[src/rtl/hci_hwpe_port_arbiter_if.sv]
// rtl/hci_hwpe_port_arbiter_if.sv - initiator-side and shared-port bus bundle of the HWPE port arbiter
//
// Purpose: groups the NB_REQ initiator request/response signals and the shared
// HWPE memory port signals. Signal names carry the direction seen by the arbiter.
//   in_req_i/in_wen_i/in_add_i/in_be_i/in_data_i : packed initiator requests
//   in_gnt_o/in_r_valid_o/in_r_data_o            : initiator grants and responses
//   out_req_o/out_wen_o/out_add_o/out_be_o/out_data_o : shared-port request
//   out_gnt_i/out_r_data_i/out_r_valid_i         : shared-port grant and response
// Modports: slave = arbiter view, master = environment driving the arbiter.
interface hci_hwpe_port_arbiter_if #(
  parameter int unsigned NB_REQ = 4,
  parameter int unsigned DW     = 128,
  parameter int unsigned AW     = 32,
  parameter int unsigned BW     = DW / 8
);
  logic [NB_REQ-1:0]    in_req_i;
  logic [NB_REQ-1:0]    in_gnt_o;
  logic [NB_REQ-1:0]    in_wen_i;
  logic [NB_REQ*AW-1:0] in_add_i;
  logic [NB_REQ*BW-1:0] in_be_i;
  logic [NB_REQ*DW-1:0] in_data_i;
  logic [DW-1:0]        in_r_data_o;
  logic [NB_REQ-1:0]    in_r_valid_o;
  logic                 out_req_o;
  logic                 out_gnt_i;
  logic                 out_wen_o;
  logic [AW-1:0]        out_add_o;
  logic [BW-1:0]        out_be_o;
  logic [DW-1:0]        out_data_o;
  logic [DW-1:0]        out_r_data_i;
  logic                 out_r_valid_i;

  modport slave (
    input  in_req_i, in_wen_i, in_add_i, in_be_i, in_data_i,
    output in_gnt_o, in_r_data_o, in_r_valid_o,
    output out_req_o, out_wen_o, out_add_o, out_be_o, out_data_o,
    input  out_gnt_i, out_r_data_i, out_r_valid_i
  );

  modport master (
    output in_req_i, in_wen_i, in_add_i, in_be_i, in_data_i,
    input  in_gnt_o, in_r_data_o, in_r_valid_o,
    input  out_req_o, out_wen_o, out_add_o, out_be_o, out_data_o,
    output out_gnt_i, out_r_data_i, out_r_valid_i
  );
endinterface

[src/rtl/hci_hwpe_port_arbiter.sv]
// rtl/hci_hwpe_port_arbiter.sv - shares one wide HWPE memory port between NB_REQ initiators
//
// Purpose: round-robin arbiter with optional fixed priority for initiator 0,
// bounded by a starvation counter, and 1-cycle response steering back to the
// initiator that was granted.
// Ports:
//   clk_i   : clock
//   rst_ni  : asynchronous active-low reset
//   clear_i : synchronous clear of all state (also drops a response arriving in that cycle)
//   hp_en_i : 1 = initiator 0 has priority, 0 = pure round-robin
//   bus     : initiator and shared-port signals (slave modport)
module hci_hwpe_port_arbiter #(
  parameter int unsigned NB_REQ    = 4,
  parameter int unsigned DW        = 128,
  parameter int unsigned AW        = 32,
  parameter int unsigned BW        = DW / 8,
  parameter int unsigned MAX_STALL = 8
) (
  input  logic                   clk_i,
  input  logic                   rst_ni,
  input  logic                   clear_i,
  input  logic                   hp_en_i,
  hci_hwpe_port_arbiter_if.slave bus
);

  localparam int unsigned IW        = (NB_REQ > 1) ? $clog2(NB_REQ) : 1;
  localparam int unsigned SW        = $clog2(MAX_STALL + 1);
  localparam logic [IW:0] NB_WRAP   = (IW + 1)'(NB_REQ);
  localparam logic [SW-1:0] STALL_MAX = SW'(MAX_STALL);

  // (base + ofs) mod NB_REQ; both operands are already below NB_REQ so one
  // conditional subtraction is enough, also for non-power-of-two NB_REQ.
  function automatic logic [IW-1:0] f_wrap_add(input logic [IW-1:0] base,
                                               input logic [IW-1:0] ofs);
    logic [IW:0] v_sum;
    v_sum = {1'b0, base} + {1'b0, ofs};
    if (v_sum >= NB_WRAP) v_sum = v_sum - NB_WRAP;
    return v_sum[IW-1:0];
  endfunction

  logic [IW-1:0] r_rr_ptr;
  logic [SW-1:0] r_stall_cnt;
  logic [IW-1:0] r_rsp_id;
  logic          r_rsp_pend;

  logic          w_out_req;
  logic          w_any_lo;
  logic          w_force;
  logic          w_hp;
  logic          w_hs;
  logic [IW-1:0] w_rr_sel;
  logic [IW-1:0] w_force_sel;
  logic [IW-1:0] w_sel;

  assign w_out_req     = |bus.in_req_i;
  assign bus.out_req_o = w_out_req;
  assign w_any_lo      = |bus.in_req_i[NB_REQ-1:1];

  // Initiator 0 has been holding off the others for MAX_STALL cycles: give
  // one slot to the round-robin order among initiators 1..NB_REQ-1.
  assign w_force = hp_en_i & (r_stall_cnt == STALL_MAX) & w_any_lo;
  assign w_hp    = hp_en_i & bus.in_req_i[0] & ~w_force;
  assign w_hs    = w_out_req & bus.out_gnt_i;

  // Scan from the farthest offset down so the nearest requester at or after
  // r_rr_ptr is the last assignment and wins. With no requester both stay at
  // r_rr_ptr, which keeps the payload mux on a stable index.
  always_comb begin
    logic [IW-1:0] v_idx;
    v_idx       = '0;
    w_rr_sel    = r_rr_ptr;
    w_force_sel = r_rr_ptr;
    for (int k = NB_REQ - 1; k >= 0; k--) begin
      v_idx = f_wrap_add(r_rr_ptr, IW'(k));
      if (bus.in_req_i[v_idx]) begin
        w_rr_sel = v_idx;
        if (v_idx != '0) w_force_sel = v_idx;
      end
    end
  end

  always_comb begin
    w_sel = w_rr_sel;
    if (w_force)   w_sel = w_force_sel;
    else if (w_hp) w_sel = '0;
  end

  // Payload mux and one-hot grant / response steering.
  always_comb begin
    bus.out_wen_o    = 1'b0;
    bus.out_add_o    = '0;
    bus.out_be_o     = '0;
    bus.out_data_o   = '0;
    bus.in_gnt_o     = '0;
    bus.in_r_valid_o = '0;
    for (int i = 0; i < NB_REQ; i++) begin
      if (w_sel == IW'(i)) begin
        bus.out_wen_o  = bus.in_wen_i[i];
        bus.out_add_o  = bus.in_add_i[i*AW +: AW];
        bus.out_be_o   = bus.in_be_i[i*BW +: BW];
        bus.out_data_o = bus.in_data_i[i*DW +: DW];
      end
      bus.in_gnt_o[i]     = w_hs & (w_sel == IW'(i));
      // A clear in the response cycle discards the outstanding response.
      bus.in_r_valid_o[i] = bus.out_r_valid_i & r_rsp_pend & ~clear_i &
                            (r_rsp_id == IW'(i));
    end
  end

  assign bus.in_r_data_o = bus.out_r_data_i;

  always_ff @(posedge clk_i or negedge rst_ni) begin
    if (!rst_ni) begin
      r_rr_ptr    <= '0;
      r_stall_cnt <= '0;
      r_rsp_id    <= '0;
      r_rsp_pend  <= 1'b0;
    end else if (clear_i) begin
      r_rr_ptr    <= '0;
      r_stall_cnt <= '0;
      r_rsp_id    <= '0;
      r_rsp_pend  <= 1'b0;
    end else begin
      r_rsp_pend <= w_hs;
      r_rsp_id   <= w_sel;

      // Priority grants to initiator 0 do not consume a round-robin slot.
      if (w_hs && !w_hp) r_rr_ptr <= f_wrap_add(w_sel, IW'(1));

      // Counts cycles in which initiator 0 wins while others wait, whether
      // or not the shared port grants; only serving another initiator resets it.
      if (!hp_en_i) begin
        r_stall_cnt <= '0;
      end else if (w_hs && !w_hp && (w_sel != '0)) begin
        r_stall_cnt <= '0;
      end else if (w_hp && w_any_lo && (r_stall_cnt != STALL_MAX)) begin
        r_stall_cnt <= r_stall_cnt + SW'(1);
      end
    end
  end

endmodule
[src/flat_wrapper.sv]
// flat-port wrapper written by rule: the top's interface ports become plain ports
module hci_hwpe_port_arbiter_flat 
#(
  parameter int unsigned NB_REQ    = 4,
  parameter int unsigned DW        = 128,
  parameter int unsigned AW        = 32,
  parameter int unsigned BW        = DW / 8,
  parameter int unsigned MAX_STALL = 8
)
  (clk_i, rst_ni, clear_i, hp_en_i, bus_in_req_i, bus_in_wen_i, bus_in_add_i, bus_in_be_i, bus_in_data_i, bus_in_gnt_o, bus_in_r_data_o, bus_in_r_valid_o, bus_out_req_o, bus_out_wen_o, bus_out_add_o, bus_out_be_o, bus_out_data_o, bus_out_gnt_i, bus_out_r_data_i, bus_out_r_valid_i);
  hci_hwpe_port_arbiter_if #(.NB_REQ(NB_REQ), .DW(DW), .AW(AW), .BW(BW)) bus_i ();
  input  logic clk_i;
  input  logic rst_ni;
  input  logic clear_i;
  input  logic hp_en_i;
  input wire logic [$bits(bus_i.in_req_i)-1:0] bus_in_req_i;
  input wire logic [$bits(bus_i.in_wen_i)-1:0] bus_in_wen_i;
  input wire logic [$bits(bus_i.in_add_i)-1:0] bus_in_add_i;
  input wire logic [$bits(bus_i.in_be_i)-1:0] bus_in_be_i;
  input wire logic [$bits(bus_i.in_data_i)-1:0] bus_in_data_i;
  output wire logic [$bits(bus_i.in_gnt_o)-1:0] bus_in_gnt_o;
  output wire logic [$bits(bus_i.in_r_data_o)-1:0] bus_in_r_data_o;
  output wire logic [$bits(bus_i.in_r_valid_o)-1:0] bus_in_r_valid_o;
  output wire logic [$bits(bus_i.out_req_o)-1:0] bus_out_req_o;
  output wire logic [$bits(bus_i.out_wen_o)-1:0] bus_out_wen_o;
  output wire logic [$bits(bus_i.out_add_o)-1:0] bus_out_add_o;
  output wire logic [$bits(bus_i.out_be_o)-1:0] bus_out_be_o;
  output wire logic [$bits(bus_i.out_data_o)-1:0] bus_out_data_o;
  input wire logic [$bits(bus_i.out_gnt_i)-1:0] bus_out_gnt_i;
  input wire logic [$bits(bus_i.out_r_data_i)-1:0] bus_out_r_data_i;
  input wire logic [$bits(bus_i.out_r_valid_i)-1:0] bus_out_r_valid_i;
  assign bus_i.in_req_i = bus_in_req_i;
  assign bus_i.in_wen_i = bus_in_wen_i;
  assign bus_i.in_add_i = bus_in_add_i;
  assign bus_i.in_be_i = bus_in_be_i;
  assign bus_i.in_data_i = bus_in_data_i;
  assign bus_in_gnt_o = bus_i.in_gnt_o;
  assign bus_in_r_data_o = bus_i.in_r_data_o;
  assign bus_in_r_valid_o = bus_i.in_r_valid_o;
  assign bus_out_req_o = bus_i.out_req_o;
  assign bus_out_wen_o = bus_i.out_wen_o;
  assign bus_out_add_o = bus_i.out_add_o;
  assign bus_out_be_o = bus_i.out_be_o;
  assign bus_out_data_o = bus_i.out_data_o;
  assign bus_i.out_gnt_i = bus_out_gnt_i;
  assign bus_i.out_r_data_i = bus_out_r_data_i;
  assign bus_i.out_r_valid_i = bus_out_r_valid_i;
  hci_hwpe_port_arbiter #(.NB_REQ(NB_REQ), .DW(DW), .AW(AW), .BW(BW), .MAX_STALL(MAX_STALL)) u_core (.clk_i(clk_i), .rst_ni(rst_ni), .clear_i(clear_i), .hp_en_i(hp_en_i), .bus(bus_i));
endmodule
[config.mk]
export PLATFORM = sky130hd
export DESIGN_NAME = hci_hwpe_port_arbiter_flat
export DESIGN_NICKNAME = d
export VERILOG_FILES = /design/src/rtl/hci_hwpe_port_arbiter_if.sv /design/src/rtl/hci_hwpe_port_arbiter.sv /design/src/flat_wrapper.sv
export SDC_FILE = /design/constraint.sdc
export NUM_CORES = 1
export LEC_CHECK = 0
export BUFFER_PORTS_ARGS = -buffer_cell sky130_fd_sc_hd__buf_2
export CAP_MARGIN = 20
export CORE_AREA = 2 2 450 452
export DETAILED_ROUTE_END_ITERATION = 7
export DIE_AREA = 0 0 452 454
export GPL_TIMING_DRIVEN = 0
export PLACE_DENSITY_LB_ADDON = 0.1
export SLEW_MARGIN = 20
export SYNTH_ARGS = -nofsm -noshare
export SYNTH_HDL_FRONTEND = slang
export SYNTH_SLANG_ARGS = --single-unit
[constraint.sdc]
create_clock -name clk_i -period 4.8 [get_ports clk_i]
set_input_delay 0.24 -clock clk_i [delete_from_list [all_inputs] [get_ports clk_i]]
set_output_delay 0.24 -clock clk_i [all_outputs]
set_load 0.02 [all_outputs]
; Yosys cells after proc, flatten, opt, wreduce, memory -nomap -nowiden
; Cells that the tools add are included.
[word_totals]
wordCells = 115
out_inout_bits = 314
register_bits = 9
[op_classes]
bitwise_logic = 17
order_cmp = 9
n_reduce_logical = 15
n_addsub = 10
mux = 51
eq_ne = 9
[ops]
columns = cell, count
row1 = $mux 128, 4
row2 = $mux 32, 4
row3 = $mux 16, 4
row4 = $mux 2, 22
row5 = $mux 4, 4
row6 = $and 1x1->1, 15
row7 = $ge 3x3->1 const B, 4
row8 = $lt 2x3->1 const B, 4
row9 = $reduce_bool 2->1, 6
row10 = $sub 2x1->2 const B, 5
row11 = $mux 1, 9
row12 = $bmux 1 s2, 4
row13 = $eq 2x2->1 const B, 4
row14 = $add 2x1->3 const B, 2
row15 = $add 2x2->3 const B, 2
row16 = $add 4x1->4 const B, 1
row17 = $eq 2x1->1 const B, 2
row18 = $eq 4x4->1 const B, 1
row19 = $logic_and 1x1->1, 4
row20 = $logic_not 2->1, 2
row21 = $ne 4x2->1 const B, 1
row22 = $ne 4x4->1 const B, 1
row23 = $reduce_or 4->1, 1
row24 = $ge 2x3->1 const B, 1
row25 = 3 further kinds, 4

; Logic depth before layout (Yosys ltp)
[logic_depth]
word_depth = 18
ltp_mapped = 19
mapped_depth_nobuf = 14

; Least setup slack after synthesis
; No wires, ideal clock.
[synth_timing]
path_kind = reg-to-output
start = register u_core.r_rr_ptr[0]
end = output bus_out_be_o[10]
stages_incl_launch_ff = 20
t_arrival_ns = 3.800
path_slack_ns = 0.760
t_required_ns = 4.560
cell_sequence = dfrtp_1 -> buf_4 -> inv_1 -> ha_1 -> mux4_2 -> inv_2 -> o221ai_2 -> xnor2_1 -> a22oi_2 -> inv_1 -> ha_1 -> buf_2 -> nor2b_1 -> clkbuf_1 -> clkbuf_1 -> buf_2 -> a22oi_1 -> nor2_1 -> a21oi_1 -> o21ai_0
[synth_via]
elab_chain_cells = 18
[synth_rtl]
columns = item, line
row1 = "start, declared", hci_hwpe_port_arbiter.sv:41  ; logic [IW-1:0] r_rr_ptr;
row2 = "start signal, assigned", hci_hwpe_port_arbiter.sv:128  ; if (w_hs && !w_hp) r_rr_ptr <= f_wrap_add(w_sel, IW'(1));
row3 = $add 2x2->3, hci_hwpe_port_arbiter.sv:36  ; v_sum = {1'b0, base} + {1'b0, ofs};
row4 = $ge 3x3->1 / $sub 2x1->2 (equally long branches), hci_hwpe_port_arbiter.sv:37  ; if (v_sum >= NB_WRAP) v_sum = v_sum - NB_WRAP;
row5 = $mux 2, hci_hwpe_port_arbiter.sv:37
row6 = $bmux 1 s2 / $reduce_bool 2->1 (equally long branches), "hci_hwpe_port_arbiter.sv:75, hci_hwpe_port_arbiter.sv:77"
row7 = $mux 1 (implied by the code) / $mux 2 (equally long branches), "hci_hwpe_port_arbiter.sv:75, hci_hwpe_port_arbiter.sv:77"
row8 = $mux 2, hci_hwpe_port_arbiter.sv:75  ; if (bus.in_req_i[v_idx]) begin
row9 = $mux 2, hci_hwpe_port_arbiter.sv:77  ; if (v_idx != '0) w_force_sel = v_idx;
row10 = $mux 2, hci_hwpe_port_arbiter.sv:75
row11 = $mux 2, hci_hwpe_port_arbiter.sv:77
row12 = $mux 2, hci_hwpe_port_arbiter.sv:75
row13 = $mux 2, hci_hwpe_port_arbiter.sv:77
row14 = $mux 2, hci_hwpe_port_arbiter.sv:75
row15 = $mux 2 *, hci_hwpe_port_arbiter.sv:84  ; if (w_force) w_sel = w_force_sel;
row16 = $logic_not 2->1, hci_hwpe_port_arbiter.sv:97  ; if (w_sel == IW'(i)) begin
row17 = $mux 16 (3 in a row), hci_hwpe_port_arbiter.sv:97
row18 = $mux 16 *, hci_hwpe_port_arbiter.sv:97
row19 = "end, declared", flat_wrapper.sv:27  ; output wire logic [$bits(bus_i.out_be_o)-1:0] bus_out_be_o;
; Every way passes the cells marked *; elsewhere a longest branch is shown, timed or not. The select of a mux whose other input is x is not followed.

; Worst setup path after layout
[layout_timing]
start = register u_core.r_rr_ptr[0]
end = output bus_out_data_o[53]
[layout_via]
elab_chain_cells = 18
[layout_rtl]
columns = item, line
row1 = $add 2x2->3, hci_hwpe_port_arbiter.sv:36
row2 = $ge 3x3->1 / $sub 2x1->2 (equally long branches), hci_hwpe_port_arbiter.sv:37
row3 = $mux 2, hci_hwpe_port_arbiter.sv:37
row4 = $bmux 1 s2 / $reduce_bool 2->1 (equally long branches), "hci_hwpe_port_arbiter.sv:75, hci_hwpe_port_arbiter.sv:77"
row5 = $mux 1 (implied by the code) / $mux 2 (equally long branches), "hci_hwpe_port_arbiter.sv:75, hci_hwpe_port_arbiter.sv:77"
row6 = $mux 2, hci_hwpe_port_arbiter.sv:75
row7 = $mux 2, hci_hwpe_port_arbiter.sv:77
row8 = $mux 2, hci_hwpe_port_arbiter.sv:75
row9 = $mux 2, hci_hwpe_port_arbiter.sv:77
row10 = $mux 2, hci_hwpe_port_arbiter.sv:75
row11 = $mux 2, hci_hwpe_port_arbiter.sv:77
row12 = $mux 2, hci_hwpe_port_arbiter.sv:75
row13 = $mux 2 *, hci_hwpe_port_arbiter.sv:84
row14 = $logic_not 2->1, hci_hwpe_port_arbiter.sv:97
row15 = $mux 128 (3 in a row), hci_hwpe_port_arbiter.sv:97
row16 = $mux 128 *, hci_hwpe_port_arbiter.sv:97
row17 = "end, declared", flat_wrapper.sv:28  ; output wire logic [$bits(bus_i.out_data_o)-1:0] bus_out_data_o;
; Marked as above.

==> metrics.log <==
INFO  metric status = finished clean
INFO  metric fill_cells = 24,059
INFO  metric cts.sink_count = 9
INFO  metric drt_pass_1_iters = 5
INFO  metric clock_period_minus_final_worst_setup_slack = 4.67 ns
INFO  metric finalHoldWorstSlack = 0.283 ns
INFO  metric worst_ep_arrival_time = 4.43 ns
INFO  metric final.setup_skew = 0.00262 ns
INFO  metric grt_overflow_total = 0
INFO  metric peakVddDrop = 0.123 mV
INFO  metric die_area = 205,000 sq um
INFO  metric cts_max_level = 1
INFO  metric synthesized_instance_count = 1,251
INFO  metric ys_warn_count = 0
INFO  metric worst_hold_path_type = in -> reg
INFO  metric synth_enable_flop_cells = 0
INFO  metric most_numerous_cell_on_the_critical_path = sky130_fd_sc_hd__buf_4
INFO  metric hold_viol = 0
INFO  metric report.power.total = 6.72 mW
INFO  metric clock_tree_from_tritoncts = done
INFO  metric place_area = 15,600 sq um
INFO  metric synthArstFlopShare = 100%
INFO  metric unrepaired_setup_endpoints_after_global_routing = true
INFO  metric hold_depth = 2
INFO  metric worst_r2r_startpoint = u_core.r_rr_ptr[0]
INFO  metric power-per-cell-area = 409 nW/um^2
INFO  metric timing.max_cap.violations = 0
INFO  metric path_max_fanout = 10
INFO  metric maximum_number_of_pins_on_one_net_before_global_route_repair = 11
INFO  metric stdcell_area = 16,400 sq um
INFO  metric cpLargestDelayFamily = buffers and inverters
INFO  metric holdCritStartpoint = clear_i
INFO  metric post-route-period-util = 97.3%
INFO  metric clk-insertion-delay-late = 0.23 ns
INFO  metric clk_pin_slew = 0.04 ns
INFO  metric design.final.nets = 3,168
INFO  metric criticalPathCategory = reg -> out
INFO  metric timing.max_slew.rel_slack = 45.1%
INFO  metric postRouteAntennaNets = 0
INFO  metric placementRows = 165
INFO  metric wl_per_cell = 25.1 um
INFO  metric clockRootBuffer = sky130_fd_sc_hd__clkbuf_16
INFO  metric cpPeakStageDelay = 0.38 ns
INFO  metric yosysSeqAreaShare = 3.27%
INFO  metric path_depth = 21
INFO  metric coreArea = 201,000 sq um
INFO  metric power.leakage = 7.50 nW
INFO  metric grt_pass1_wl = 153 mm
INFO  metric vias = 13,648
INFO  metric hpwl = 113 mm
INFO  metric die_h = 454 um
INFO  metric cts_max_path_buffers = 2
INFO  metric worst_ep_required_time = 4.56 ns
INFO  metric timing.reg2reg.setup_slack = 1.94 ns
INFO  metric worst-slew-pin-transition = 0.823 ns
INFO  metric timing.critical_path.slowest_stage_cell = sky130_fd_sc_hd__a22oi_1
INFO  metric rr_endpoint = u_core.r_stall_cnt[2]
INFO  metric synth.ff_latch_count = 9
INFO  metric end_kind = primary output
INFO  metric grt_antenna_before_repair = 57
INFO  metric max_freq = 214 MHz
INFO  metric finalSetupViolCount = 0
INFO  metric netlist_area = 6880 sq um
INFO  metric worstHoldEndpoint = u_core.r_rsp_id[0]
INFO  metric chain_of_cells_forming_the_critical_path = buf_8, clkinvlp_4, ha_4, mux4_2, nand2b_1, nor3b_2, nor3_2, a22oi_2, buf_4, ha_2, nor2b_2, clkbuf_8, clkbuf_16, buf_16, buf_4, buf_6, a22oi_1, nor2_1, a21oi_1, o21ai_0, buf_2
INFO  metric grt_total_usage = 11.4%
INFO  metric cp-start-kind = register
INFO  metric rr_worst_depth = 12
INFO  metric avgViaCountPerCell = 2.73
INFO  metric postRouteWirelength = 125 mm
INFO  metric top_level_ports = 1,160
INFO  metric number_of_global_route_vias_before_repair = 13,757
INFO  metric detail_route.drc_violations = 0
INFO  metric cts_inserted_buffers = 3
INFO  metric synth_cell_type_count = 49
INFO  metric maxSlewViolCount = 0
INFO  metric mappedNetlistNets = 2,106
INFO  metric start_util = 3.43%
INFO  metric layout-drive-gt1-share = 58.0%
INFO  metric syn2layout_area_growth = 139%
INFO  metric critical_path.n_buffers_inverters = 9
INFO  metric initialDrtViolationCount = 787
INFO  metric chipWidth = 452 um
INFO  metric ys_dominant_reg_cell = sky130_fd_sc_hd__dfrtp_1
INFO  metric synthesis.area_per_instance = 5.50 sq um
INFO  metric numPortBuffers = 1,030
INFO  metric gp_congestion = 0.835
[flip-flops by register name, indices dropped and copies added (netlist names)]
signal / cells
u_core.r_rsp_pend: 1
u_core.r_stall_cnt: 4
u_core.r_rsp_id: 2
u_core.r_rr_ptr: 2
[power by group]
part	switching, mW	leakage [nW]	internal [mW]	total [mW]
Clock	0.0354	0.0382	0.111	0.146
Combinational	4.47	7.34	2.02	6.48
Sequential	0.00472	0.121	0.0818	0.0865
[logic make-up (layout without fill, tap and decap cells)]
| family | after synthesis | in the layout | share of synthesized area, % |
|---|---|---|---|
| AOI/OAI and AO/OA | 559 | 559 | 48.0 |
| and+or+nand+nor | 402 | 402 | 23.3 |
| buffers and inverters | 260 | 1321 | 21.8 |
| adders and majority gates | 9 | 9 | 1.64 |
| DFF | 9 | 9 | 3.27 |
| muxes | 8 | 8 | 1.56 |
| xor gates and xnor gates | 4 | 4 | 0.509 |
| other | 0 | 10 | 0 |
[cell usage after synthesis (3+ instances only)]
cell	instances	share of area (%)
sky130_fd_sc_hd__nor2_1	191	10
sky130_fd_sc_hd__o21ai_0	185	13
sky130_fd_sc_hd__a21oi_1	183	13
sky130_fd_sc_hd__nand2_1	183	10
sky130_fd_sc_hd__a22oi_1	176	19
sky130_fd_sc_hd__buf_4	129	14
sky130_fd_sc_hd__clkbuf_1	100	5.5
sky130_fd_sc_hd__buf_2	17	1.2
sky130_fd_sc_hd__dfrtp_1	9	3.3
sky130_fd_sc_hd__ha_1	9	1.6
sky130_fd_sc_hd__inv_1	8	0.44
sky130_fd_sc_hd__and3_1	7	0.64
sky130_fd_sc_hd__nor3b_1	5	0.55
sky130_fd_sc_hd__mux2i_1	4	0.58
sky130_fd_sc_hd__nor3_1	3	0.22
[per-layer routing]
layer | up-vias | global-route usage, % | share of wire, % | routed length (um)
li1 | 6459 | - | - | -
met1 | 6476 | 12.2 | 36 | 45500
met2 | 595 | 22.6 | 55 | 69200
met3 | 94 | 3.17 | 6.9 | 8650
met4 | 24 | 1.22 | 1.4 | 1780
met5 | - | 0 | 0.13 | 157
[placed cells by master (no fill, tap or decap), types with 3 or more instances in the layout]
cell / n
sky130_fd_sc_hd__a22oi_2: 3
sky130_fd_sc_hd__ha_1: 6
sky130_fd_sc_hd__buf_4: 157
sky130_fd_sc_hd__nor3_1: 3
sky130_fd_sc_hd__clkbuf_4: 11
sky130_fd_sc_hd__dfrtp_1: 8
sky130_fd_sc_hd__buf_12: 6
sky130_fd_sc_hd__clkbuf_8: 4
sky130_fd_sc_hd__clkbuf_16: 5
sky130_fd_sc_hd__buf_16: 6
sky130_fd_sc_hd__o21ai_1: 17
sky130_fd_sc_hd__a21oi_2: 4
sky130_fd_sc_hd__clkbuf_1: 42
sky130_fd_sc_hd__nor2_1: 184
sky130_fd_sc_hd__o21ai_2: 36
sky130_fd_sc_hd__a22oi_1: 174
sky130_fd_sc_hd__nand2_1: 183
sky130_fd_sc_hd__nor2_2: 5
sky130_fd_sc_hd__a21oi_1: 179
sky130_fd_sc_hd__nor3b_1: 3
sky130_fd_sc_hd__and3_1: 7
sky130_fd_sc_hd__mux2i_1: 4
sky130_fd_sc_hd__buf_6: 11
sky130_fd_sc_hd__clkbuf_2: 48
sky130_fd_sc_hd__buf_2: 1018
sky130_fd_sc_hd__inv_1: 7
sky130_fd_sc_hd__diode_2: 10
sky130_fd_sc_hd__o21ai_0: 131
[worst max-delay path by stage]
stage	start	end	slack, ns
after floorplan	u_core.r_rr_ptr[0]	bus_out_be_o[10]	0.76
after global placement	u_core.r_rr_ptr[0]	bus_out_data_o[82]	-3.17
after detailed placement	u_core.r_rr_ptr[0]	bus_out_data_o[14]	-1.93
after CTS	u_core.r_rr_ptr[1]	bus_out_data_o[14]	-0.05
after global routing	u_core.r_rr_ptr[0]	bus_out_be_o[0]	-0.02
final	u_core.r_rr_ptr[0]	bus_out_data_o[53]	0.13
[final cells by class]
cell class | instances | area, sq um | area share, %
tap | 2672 | 3340 | 20.3
multi-input combinational | 982 | 5410 | 32.9
antenna | 10 | 25.0 | 0.152
timing repair buffer | 1058 | 5610 | 34.1
sequential | 9 | 226 | 1.38
buffer | 250 | 1710 | 10.4
inverter | 9 | 37.5 | 0.228
clock buffer | 4 | 78.8 | 0.479
[timing repair]
| action | 4_1_cts | 5_1_grt |
|---|---|---|
| setup endpoints to repair | 180 | 110 |
| resized for setup | 179 | 76 |
| setup buffers | 5 | 8 |
| endpoints found under the hold margin | 9 | 0 |
| hold buffers | 1 | 0 |
| pin swaps | 10 | 12 |
| cloned | 2 | 1 |
[through the flow]
step / instances / setup WS, ns / util (%) / setup TNS, ns
6_report: 4994 / 0.131 / 8.19 / 0
5_1_grt: 4986 / -0.0202 / 8.18 / -0.121
4_1_cts: 4976 / -0.0490 / 8.06 / -0.110
3_5_place_dp: 4964 / -1.93 / 7.76 / -151.69
3_3_place_gp: 4953 / -3.17 / 7.66 / -343.54
2_1_floorplan: 1251 / 0.760 / - / 0
Note: power is estimated with default switching activity, not from simulation.
